File: src/rtl/bin_dec_seq.sv
// Sequential binary-to-BCD converter (shift-add-3). Each conversion takes
// BIN_W SHIFT cycles plus one FIN cycle, so results come back to back every BIN_W+1 cycles.
module bin_dec_seq #(
    parameter int BIN_W  = 15,
    parameter int DIGITS = 5
) (
    input  logic                  CLK,
    input  logic                  RESET_N,
    input  logic                  START,
    input  logic [BIN_W-1:0]      BIN_IN,
    output logic                  BUSY,
    output logic                  DONE,
    output logic [4*DIGITS-1:0]   DEC_OUT,
    output logic                  OVF
);
    localparam int CW = $clog2(BIN_W + 1);
    localparam int AW = 4 * DIGITS;

    typedef enum logic [1:0] {IDLE, SHIFT, FIN} state_t;

    state_t          state_q, state_d;
    logic [AW-1:0]   acc_q, acc_d, adj;
    logic [BIN_W-1:0] sr_q, sr_d;
    logic [CW-1:0]   cnt_q, cnt_d;
    logic            flag_q, flag_d;
    logic [AW-1:0]   dec_q, dec_d;
    logic            ovf_q, ovf_d;

    // Add 3 to every digit >= 5 before the shift so it carries correctly into the next digit.
    always_comb begin
        adj = acc_q;
        for (int i = 0; i < DIGITS; i++) begin
            if (acc_q[4*i +: 4] >= 4'd5)
                adj[4*i +: 4] = acc_q[4*i +: 4] + 4'd3;
        end
    end

    always_comb begin
        state_d = state_q;
        acc_d   = acc_q;
        sr_d    = sr_q;
        cnt_d   = cnt_q;
        flag_d  = flag_q;
        dec_d   = dec_q;
        ovf_d   = ovf_q;
        case (state_q)
            SHIFT: begin
                acc_d  = {adj[AW-2:0], sr_q[BIN_W-1]};
                sr_d   = sr_q << 1;
                flag_d = flag_q | adj[AW-1];
                cnt_d  = cnt_q - CW'(1);
                if (cnt_q == CW'(1)) begin
                    state_d = FIN;
                    dec_d   = flag_d ? {DIGITS{4'h9}} : acc_d;
                    ovf_d   = flag_d;
                end
            end
            default: begin
                if (state_q == FIN)
                    state_d = IDLE;
                if (START) begin
                    state_d = SHIFT;
                    sr_d    = BIN_IN;
                    acc_d   = '0;
                    flag_d  = 1'b0;
                    cnt_d   = CW'(BIN_W);
                end
            end
        endcase
    end

    always_ff @(posedge CLK or negedge RESET_N) begin
        if (!RESET_N) begin
            state_q <= IDLE;
            acc_q   <= '0;
            sr_q    <= '0;
            cnt_q   <= '0;
            flag_q  <= 1'b0;
            dec_q   <= '0;
            ovf_q   <= 1'b0;
        end else begin
            state_q <= state_d;
            acc_q   <= acc_d;
            sr_q    <= sr_d;
            cnt_q   <= cnt_d;
            flag_q  <= flag_d;
            dec_q   <= dec_d;
            ovf_q   <= ovf_d;
        end
    end

    assign BUSY    = (state_q == SHIFT);
    assign DONE    = (state_q == FIN);
    assign DEC_OUT = dec_q;
    assign OVF     = ovf_q;
endmodule

File: config.mk
export PLATFORM = sky130hd
export DESIGN_NAME = bin_dec_seq
export DESIGN_NICKNAME = d
export VERILOG_FILES = /design/src/rtl/bin_dec_seq.sv
export SDC_FILE = /design/constraint.sdc
export NUM_CORES = 1
export LEC_CHECK = 0
export BUFFER_PORTS_ARGS = -buffer_cell sky130_fd_sc_hd__buf_2
export CAP_MARGIN = 20
export CORE_UTILIZATION = 62
export DETAILED_ROUTE_END_ITERATION = 6
export PLACE_DENSITY_LB_ADDON = 0.3
export SYNTH_ARGS = -nofsm -noshare
export SYNTH_HDL_FRONTEND = slang
export SYNTH_SLANG_ARGS = --single-unit
File: constraint.sdc
create_clock -name CLK -period 3.65 [get_ports CLK]
set_input_delay 0.365 -clock CLK [delete_from_list [all_inputs] [get_ports CLK]]
set_output_delay 0.365 -clock CLK [all_outputs]
set_load 0.005 [all_outputs]
==> flow_metrics.tcl, run 1 <==
set metrics [dict create \
    multiInputGateArea_um2 1360 \
    drive_gt1_share_pct 19.6 \
    start_util_pct 64.7 \
    die_h_um 72.4 \
    grt_pass1_vias 2318 \
    critPathBufInv 2 \
    grt_first_pass_wirelength_mm 10.9 \
    yosysSeqAreaShare_pct 51.3 \
    setup_ws_ns 1.21 \
    status "finished, final reports clean" \
    arrival_ns 2.07 \
    cts_tree "yes" \
    crit_fanout 25 \
    finalSetupTns_ns 0 \
    numClockSinks 63 \
    drt_iter0_markers 197 \
    regArea_um2 1580 \
    io_pins 41 \
    cts_hold_buf 0 \
    netlist-cell-type-count 30 \
    reg2reg_slack_ns 1.48 \
    row_count 25 \
    post-route-period-util_pct 66.8 \
    max_freq_mhz 410 \
    cts_setup_buffers 0 \
    worstSetupPathType "reg2out" \
    antenna_left 0 \
    syn_nets 332 \
    final_common_cell "dfrtp_1" \
    dp_slack_ns 1.52 \
    path_delay_family "buffers and inverters" \
    firstDrtPassIters 4 \
    maxSlewViolCount 0 \
    cts_root_buf "clkbuf_8" \
    r2r_cells 5 \
    antenna_found_initial 0 \
    skew_ns 0.00587 \
    routed_wl_mm 6.44 \
    fillCellCount 346 \
    maxCapViolations 0 \
    via_count 2346 \
    hold_viol 0 \
    min_period_ns 2.44 \
    synthCells 302 \
    wl_per_cell_um 15.7 \
    endpoint_kind "output pin" \
    worstPathRequired_ns 3.28 \
    finalSetupViolations 0 \
    crit_start "state_q[1]$_DFFE_PN0P_" \
    io_buffers 40 \
    synth_seq_cells 63 \
    crit_slowest_cell "inv_1" \
    core_um2 4750 \
    cts_buffers 9 \
    layout_common_cells "dfrtp_1 (63), o21ai_0 (43), buf_2 (40), nand2_1 (26), a21oi_1 (18)" \
    cts.clk_slew.worst_paths_ns 0.07 \
    reg2reg_to "cnt_q[2]$_DFFE_PN0N_" \
    min_path_type "in2async" \
    syn_area_um2 3070 \
    die_area_um2 5240 \
    drc 0 \
    crit_chain "nand2b_1, inv_1, buf_2" \
    syn_area_per_cell_um2 10.2 \
    clock_latency_ns 0.34 \
    yosysWarningCount 0 \
    post_cts_resized 0 \
    avgViaCountPerCell 5.74 \
    antennaDiodeCount 0 \
    htreeDepth 3 \
    worst_pin_slew_ns 0.893 \
    worstSetupEndpoint "BUSY" \
    overflow 0 \
    start_kind "flip-flop" \
    cp.depth 3 \
    final_nets 367 \
    slew-limit-headroom_pct 40.1 \
    dp_hpwl_mm 4.11 \
    power_density_nw_per_um2 891 \
    p_leak_nw 1.60 \
    clockBufferDepth 2 \
    grt_start_max_net_pins 43 \
    cp_slowest_stage_delay_ns 0.67 \
    place.gp.congestion 0.825 \
    power_mw 3.11 \
    grt_usage_pct 27.7 \
    vdd_drop_max_mv 0.368 \
    die_w_um 72.4 \
    area_growth_pct 13.7 \
    timing.rr.start "state_q[1]$_DFFE_PN0P_" \
    holdWs_ns 0.105 \
    rsz0062_at_grt "false" \
]
-- layout make-up --
type,instances,area share (%)
repair buffers,43,6.37
well taps,67,2.40
inverters,13,1.40
multi-input cells,207,38.8
clock buffers,13,4.83
clock inverters,3,1.15
flip-flops and latches,63,45.1
-- logic make-up (layout without fill, tap and decap cells) --
kind of cell | count (synthesis) | count (layout) | share of synthesized area (%)
compound gates | 87 | 87 | 16.2
simple gates | 81 | 81 | 14.2
flops | 63 | 63 | 51.3
buf+inv | 32 | 72 | 4.64
mux | 22 | 22 | 7.41
fa+ha+maj | 12 | 12 | 4.88
xor+xnor | 5 | 5 | 1.42
-- per-layer routing --
layer	vias to the layer above	global-route usage [%]	part of all wire, %
met5	-	0	0
met1	1143	35.1	45
li1	1131	-	-
met2	62	46.4	49
met3	10	4.86	4.7
met4	0	12.6	1.9
-- cells in the mapped netlist --
master	number	share of area [%]
xnor2_1	5	1.4
clkbuf_1	10	1.2
buf_2	6	0.98
nor2_1	13	1.6
nor3b_1	9	2.2
o41ai_1	1	0.28
buf_1	1	0.12
nand2_1	26	3.2
mux2i_1	16	5.2
inv_1	13	1.6
mux2_2	6	2.2
nand3b_1	10	2.4
or3_1	9	1.8
nor2_2	1	0.20
a22o_1	1	0.28
or3b_4	1	0.37
nor3_1	1	0.16
dfrtp_1	63	51
ha_1	12	4.9
o31a_1	1	0.28
nand2b_1	7	1.4
a31oi_1	10	2.0
or2_1	1	0.20
nor2b_1	2	0.41
o31ai_2	1	0.41
buf_6	2	0.73
and2_1	1	0.20
o31ai_1	12	2.9
a21oi_1	18	2.9
o21ai_0	43	7.0
-- worst reg2reg max path, cell delays in order, from the launching register on --
cell,delay [ns]
dfrtp_1,0.40
nand2b_1,0.43
inv_1,0.67
mux2_2,0.41
nor2_1,0.08
a31oi_1,0.05
-- where the power goes --
group / total [mW] / switching (mW) / internal [mW]
Clock: 0.634 / 0.265 / 0.369
Sequential: 1.23 / 0.219 / 1.01
Combinational: 1.25 / 0.739 / 0.513
-- sequential cells by signal (all words and copies together) (netlist names) --
name,cells
acc_q,20
state_q,2
DEC_OUT,20
flag_q,1
sr_q,15
OVF,1
cnt_q,4
-- through the flow --
step / std cells / util (%) / area [um^2]
after global routing: 409 / 73.5 / 3500
after CTS: 409 / 73.5 / 3500
after global placement: 393 / 69.1 / 3290
final: 409 / 73.5 / 3500
after detailed placement: 393 / 69.1 / 3290
after floorplan: 302 / - / 3070
-- how the worst min path moves through the flow --
| stage | from | to | slack [ns] |
|---|---|---|---|
| global placement | DEC_OUT[18]$_DFFE_PN0P_ | DEC_OUT[18]$_DFFE_PN0P_ | 0.45 |
| finish | RESET_N | acc_q[15]$_DFFE_PN0N_ | 0.11 |
| CTS | RESET_N | DEC_OUT[16]$_DFFE_PN0P_ | 0.13 |
| floorplan | RESET_N | DEC_OUT[0]$_DFFE_PN0P_ | 0.07 |
| detailed placement | DEC_OUT[13]$_DFFE_PN0P_ | DEC_OUT[13]$_DFFE_PN0P_ | 0.47 |
| global route | RESET_N | acc_q[15]$_DFFE_PN0N_ | 0.18 |
No activity file was read; power rests on OpenSTA's default activity.
==> run 2, diff against run 1 <==
--- a/config.mk
+++ b/config.mk
@@ -5,9 +5,10 @@
 export SDC_FILE = /design/constraint.sdc
 export NUM_CORES = 1
 export LEC_CHECK = 0
+export ABC_AREA = 1
 export BUFFER_PORTS_ARGS = -buffer_cell sky130_fd_sc_hd__buf_2
 export CAP_MARGIN = 20
-export CORE_UTILIZATION = 62
+export CORE_UTILIZATION = 57
 export DETAILED_ROUTE_END_ITERATION = 6
 export PLACE_DENSITY_LB_ADDON = 0.3
 export SYNTH_ARGS = -nofsm -noshare
==> constraint.sdc (replaced) <==
create_clock -name CLK -period 2.4 [get_ports CLK]
set_input_delay 0.24 -clock CLK [delete_from_list [all_inputs] [get_ports CLK]]
set_output_delay 0.24 -clock CLK [all_outputs]
set_load 0.005 [all_outputs]
==> run 2 against run 1 <==
Via count rose by 14%. Total power is 62% higher. First-iteration DRC count up 9.1%. Global-route usage fell by 2.6 points. Critical endpoint is now DEC_OUT[0]$_DFFE_PN0P_. Worst hold slack got worse by 0.042 ns. Critical path type is now reg2reg.
==> flow_metrics.tcl, run 2 <==
set metrics [dict create \
    maxCapViolations 0 \
    netlist-cell-type-count 28 \
    synth_xor_area_share_pct 0 \
    worstSetupPathType "reg2reg" \
    slew-limit-headroom_pct 48.4 \
    yosysWarningCount 0 \
    final_util_pct 68.7 \
    syn_area_per_cell_um2 8.12 \
    dp_hpwl_mm 4.41 \
    synth-adder-area-share_pct 4.69 \
    synth_top_family_by_area "simple AND/OR/NAND/NOR gates" \
    core_um2 5270 \
    endpoint_kind "flip-flop" \
    dominantRegCellSynth "dfrtp_1" \
    cp_slowest_stage_delay_ns 0.42 \
    numClockSinks 63 \
    synthCells 394 \
    rsz0062_at_grt "false" \
    post_cts_resized 0 \
    holdWs_ns 0.0629 \
    crit_fanout 18 \
    clock_latency_ns 0.34 \
    avgViaCountPerCell 5.25 \
    die_h_um 76.9 \
    io_buffers 40 \
    antenna_found_initial 0 \
    grt_pass1_vias 2613 \
    cts_root_buf "clkbuf_8" \
    cts_buffers 9 \
    grt_first_pass_wirelength_mm 11.5 \
    min_path_type "in2async" \
    crit_chain "inv_1, ha_1, inv_1, nand2_1, nand2_1, nand2_1, nor2_2, nor2_4, nand2_1, nand2_1, inv_1" \
    cts_setup_buffers 0 \
    reg2reg_slack_ns 0.56 \
    drive_gt1_share_pct 16.9 \
    synth_most_common_cell "nand2_1" \
    antennaDiodeCount 0 \
    antenna_left 0 \
    post-route-period-util_pct 76.5 \
    max_freq_mhz 545 \
    final_cells 509 \
    syn_nets 424 \
    wl_per_cell_um 13.0 \
    vdd_drop_max_mv 0.648 \
    synth_top_area_share_pct 49.3 \
    syn_area_um2 3200 \
    layout_common_cells "nand2_1 (121), dfrtp_1 (63), inv_1 (41), nand3_1 (40), buf_2 (40)" \
    worst_pin_slew_ns 0.773 \
    clockBufferDepth 2 \
    reg2reg_to "DEC_OUT[0]$_DFFE_PN0P_" \
    synth_compound_area_share_pct 10.3 \
    post-synth-top-area-cell "dfrtp_1" \
    synth_mux_area_share_pct 0 \
    arrival_ns 2.07 \
    drt_iter0_markers 215 \
    start_util_pct 60.7 \
    maxSlewViolCount 0 \
    cts.clk_slew.worst_paths_ns 0.07 \
    overflow 0 \
    row_count 26 \
    grt_start_max_net_pins 64 \
    cpMostUsedCell "nand2_1" \
    final_common_cell "nand2_1" \
    worstPathRequired_ns 2.64 \
    dp_cells 494 \
    finalSetupViolations 0 \
    cts_tree "yes" \
    final_nets 465 \
    place.gp.congestion 0.859 \
    htreeDepth 3 \
    cts_hold_buf 0 \
    synth-edff-count 0 \
    die_area_um2 5910 \
    io_pins 41 \
    timing.rr.start "acc_q[16]$_DFFE_PN0N_" \
    die_w_um 76.9 \
    area_growth_pct 13.3 \
    crit_slowest_cell "dfrtp_1" \
    firstDrtPassIters 4 \
    status "finished, final reports clean" \
    finalSetupTns_ns 0 \
    power_density_nw_per_um2 1390 \
    yosysSeqAreaShare_pct 49.3 \
    r2r_cells 11 \
    min_period_ns 1.84 \
    synth-async-reset-ratio_pct 100 \
    synth_seq_cells 63 \
    start_kind "flip-flop" \
    via_count 2673 \
    synthSimpleGateAreaFrac_pct 28.2 \
    synth_commonest_cells "nand2_1 (121), dfrtp_1 (63), inv_1 (41), nand3_1 (40), o21ai_0 (39)" \
    grt_usage_pct 25.1 \
    ys_top_cells_by_area "dfrtp_1 (49%), nand2_1 (14%), nand3_1 (6.3%)" \
    drc 0 \
    routed_wl_mm 6.60 \
    hold_viol 0 \
    skew_ns 0.00647 \
    p_leak_nw 1.92 \
]
## run 2: cell type report
| class | instances | area [um^2] |
|---|---|---|
| clock inverters | 4 | 45.0 |
| inverters | 44 | 168 |
| fillers | 437 | 1650 |
| multi-input cells | 275 | 1380 |
| flip-flops and latches | 63 | 1580 |
| well taps | 70 | 87.6 |
| clock buffers | 11 | 151 |
| repair buffers | 42 | 215 |
## run 2: critical path, delay by kind of cell, from the launching register on
family	cells	cell delay, ns
simple gates	7	0.95
fa+ha+maj	1	0.15
buf+inv	3	0.21
flops	1	0.42
## run 2: per-layer routing
layer  share of wire (%)  wire (um)  up-vias  GRT usage, %
li1                    -          -     1349             -
met1                  46       3060     1240          31.4
met2                  47       3120       72          40.3
met3                 4.4        291       12          6.07
met4                 1.9        123        0          13.1
met5                   0          0        -             0
## run 2: cell families after synthesis
kind of cell / count (synthesis)
buffers and inverters: 56
adders and majority gates: 12
AOI/OAI and AO/OA: 58
DFF: 63
and+or+nand+nor: 205
## run 2: how the worst max path moves through the flow
stage	startpoint	endpoint	cells past startpoint
floorplan	acc_q[16]$_DFFE_PN0N_	DEC_OUT[14]$_DFFE_PN0P_	11
global placement	acc_q[16]$_DFFE_PN0N_	DEC_OUT[0]$_DFFE_PN0P_	11
detailed placement	acc_q[16]$_DFFE_PN0N_	DEC_OUT[0]$_DFFE_PN0P_	11
CTS	state_q[1]$_DFFE_PN0P_	BUSY	3
global route	acc_q[16]$_DFFE_PN0N_	DEC_OUT[5]$_DFFE_PN0P_	10
finish	acc_q[16]$_DFFE_PN0N_	DEC_OUT[0]$_DFFE_PN0P_	11
## run 2: stage by stage
step                      total power [mW]  area [um^2]  setup WS [ns]
after detailed placement              4.10         3430          0.662
final                                 5.05         3620          0.565
after CTS                             5.05         3620          0.568
after global placement                4.01         3430          0.736
after global routing                  5.51         3620          0.414
after floorplan                       3.52         3200          0.966
## run 2: report_power, final
part / switching [mW] / internal, mW / total [mW]
logic: 1.53 / 0.783 / 2.31
clock network: 0.403 / 0.525 / 0.928
registers: 0.279 / 1.53 / 1.81
==> run 3, diff against run 2 <==
--- a/config.mk
+++ b/config.mk
@@ -5,7 +5,7 @@
 export SDC_FILE = /design/constraint.sdc
 export NUM_CORES = 1
 export LEC_CHECK = 0
-export ABC_AREA = 1
+export ABC_AREA = 0
 export BUFFER_PORTS_ARGS = -buffer_cell sky130_fd_sc_hd__buf_2
 export CAP_MARGIN = 20
 export CORE_UTILIZATION = 57
==> constraint.sdc (replaced) <==
create_clock -name CLK -period 1.9 [get_ports CLK]
set_input_delay 0.19 -clock CLK [delete_from_list [all_inputs] [get_ports CLK]]
set_output_delay 0.19 -clock CLK [all_outputs]
set_load 0.005 [all_outputs]
==> run 3 against run 2 <==
Via count decreased by 12%. Combinational power increased by 10%. Setup slack got worse by 0.47 ns. First-iteration DRC count decreased by 31%. Clock power increased by 20%. Wire length decreased by 6.0%. Cell count decreased by 17%. Global-route usage decreased by 0.39 points. Worst hold slack improved by 0.030 ns. Clock-buffer cell count unchanged. Critical endpoint is now DEC_OUT[9]$_DFFE_PN0P_.
==> flow_metrics.tcl, run 3 (synthesized netlist as in run 1, its figures left out) <==
set metrics [dict create \
    arrival_ns 2.04 \
    row_count 26 \
    routed_wl_mm 6.20 \
    maxSlewViolCount 0 \
    crit_fanout 24 \
    wl_per_cell_um 14.7 \
    hp-start "BIN_IN[0]" \
    grt_start_max_net_pins 64 \
    grt_util_met2_pct 39.5 \
    cts_setup_buffers 0 \
    cts_root_buf "clkbuf_8" \
    crit_chain "inv_1, ha_1, or3b_4, or2_1, buf_4, o31ai_1" \
    numClockSinks 63 \
    final_nets 377 \
    htreeDepth 3 \
    fillCellCount 418 \
    io_buffers 40 \
    endpoint_kind "flip-flop" \
    min_period_ns 1.80 \
    die_h_um 75.4 \
    grtUsageMet1_pct 31.1 \
    max_freq_mhz 555 \
    finalSetupViolations 0 \
    cts_buffers 9 \
    cts.clk_slew.worst_paths_ns 0.07 \
    cts_tree "yes" \
    min_path_type "in2reg" \
    finalSetupTns_ns 0 \
    core_um2 5140 \
    grt_pass1_vias 2246 \
    firstDrtPassIters 4 \
    grt_first_pass_wirelength_mm 10.2 \
    antenna_found_initial 0 \
    multiInputGateArea_um2 1380 \
    area_growth_pct 17.1 \
    met3_usage_pct 7.28 \
    clock_latency_ns 0.34 \
    switching_share_pct 39.6 \
    p_leak_nw 1.65 \
    start_kind "flip-flop" \
    avgViaCountPerCell 5.56 \
    timing.rr.start "cnt_q[1]$_DFFE_PN0N_" \
    via_count 2348 \
    netSwitchingPower_mw 2.38 \
    power_density_nw_per_um2 1670 \
    io_pins 41 \
    rsz0062_at_grt "false" \
    layout_common_cells "dfrtp_1 (63), o21ai_0 (43), buf_2 (40), nand2_1 (26), a21oi_1 (18)" \
    slew-limit-headroom_pct 60.4 \
    worst_pin_slew_ns 0.594 \
    worstSetupPathType "reg2reg" \
    worstPathRequired_ns 2.14 \
    vdd_drop_max_mv 0.877 \
    start_util_pct 59.8 \
    skew_ns 0.0130 \
    crit_slowest_cell "dfrtp_1" \
    drc 0 \
    p_seq_share_pct 39.3 \
    hold_viol 0 \
    drive_gt1_share_pct 22.4 \
    post-route-period-util_pct 94.8 \
    holdWs_ns 0.0933 \
    clkPwrFrac_pct 18.5 \
    clockBufferDepth 2 \
    overflow 0 \
    p_int_mw 3.63 \
    cp_slowest_stage_delay_ns 0.41 \
    busiest_layer "met2" \
    crit_start "cnt_q[1]$_DFFE_PN0N_" \
    antenna_left 0 \
    maxCapViolations 0 \
    regArea_um2 1580 \
    antennaDiodeCount 0 \
    place.gp.congestion 0.791 \
    die_area_um2 5690 \
    drt_iter0_markers 148 \
    dp_hpwl_mm 4.25 \
    final_common_cell "dfrtp_1" \
    grt_usage_pct 24.7 \
    die_w_um 75.4 \
    p_comb_share_pct 42.2 \
    status "finished, final reports clean" \
]
[run 3: cell types whose count changed in the layout (fill, tap and decap cells not counted), moves of 12 or more]
cell	change
nand2_1	-95
inv_1	-28
nor2_1	-17
a21oi_1	+12
nand3_1	-40
mux2i_1	+16
[run 3: path summary, 6_finish.rpt]
check                      slack, ns  depth (start not counted)                 endpoint
max in group asynchronous       1.24                          3     cnt_q[3]$_DFFE_PN0N_
min reg2reg                     0.48                          2   DEC_OUT[6]$_DFFE_PN0P_
max                              0.1                          6   DEC_OUT[9]$_DFFE_PN0P_
min                             0.09                          3      sr_q[0]$_DFFE_PN0N_
max reg2reg                      0.1                          6   DEC_OUT[9]$_DFFE_PN0P_
min in group asynchronous       0.38                          3  DEC_OUT[15]$_DFFE_PN0P_
[run 3: what timing repair did]
item                                    4_1_cts  5_1_grt
endpoints found under the hold margin        63        0
endpoints found under the setup margin        0       10
hold buffers                                  1        0
resized for setup                             0        5
[run 3: worst max-delay path: cells and delay by family, from the launching register on]
kind	cells	cell delay, ns
AND/OR/NAND/NOR	2	0.60
flip-flops	1	0.41
buffers and inverters	2	0.31
AO/OA/AOI/OAI	1	0.26
adder cells (fa/ha/maj)	1	0.13
[run 3: layout make-up]
type	instances	area share [%]
repair buffers	53	8.69
inverters	13	1.36
multi-input cells	207	38.4
clock inverters	5	1.63
clock buffers	11	3.65
well taps	70	2.43
flip-flops and latches	63	43.8
[run 3: per-layer routing]
| layer | routed length, um | part of all wire [%] |
|---|---|---|
| met3 | 308 | 5.0 |
| met2 | 3000 | 48 |
| met4 | 109 | 1.8 |
| met1 | 2790 | 45 |
| met5 | 0 | 0 |
[run 3: metrics by stage]
| step | instances | power [mW] | area [um^2] | util [%] | worst slack [ns] |
|---|---|---|---|---|---|
| 2_1_floorplan | 302 | 4.00 | 3070 | - | 0.150 |
| 3_3_place_gp | 405 | 4.69 | 3370 | 65.6 | 0.132 |
| 3_5_place_dp | 405 | 4.85 | 3370 | 65.6 | 0.0558 |
| 4_1_cts | 422 | 5.98 | 3570 | 69.5 | 0.0402 |
| 5_1_grt | 422 | 6.53 | 3600 | 70.0 | 0.000926 |
| 6_report | 422 | 6.01 | 3600 | 70.0 | 0.0979 |
[run 3: power by group through the flow]
stage	clock [mW]	sequential, mW	combinational [mW]
2_1_floorplan	0	2.29	1.71
3_3_place_gp	0	2.34	2.35
3_5_place_dp	0	2.37	2.48
4_1_cts	1.14	2.36	2.48
5_1_grt	1.19	2.44	2.90
6_report	1.11	2.36	2.54
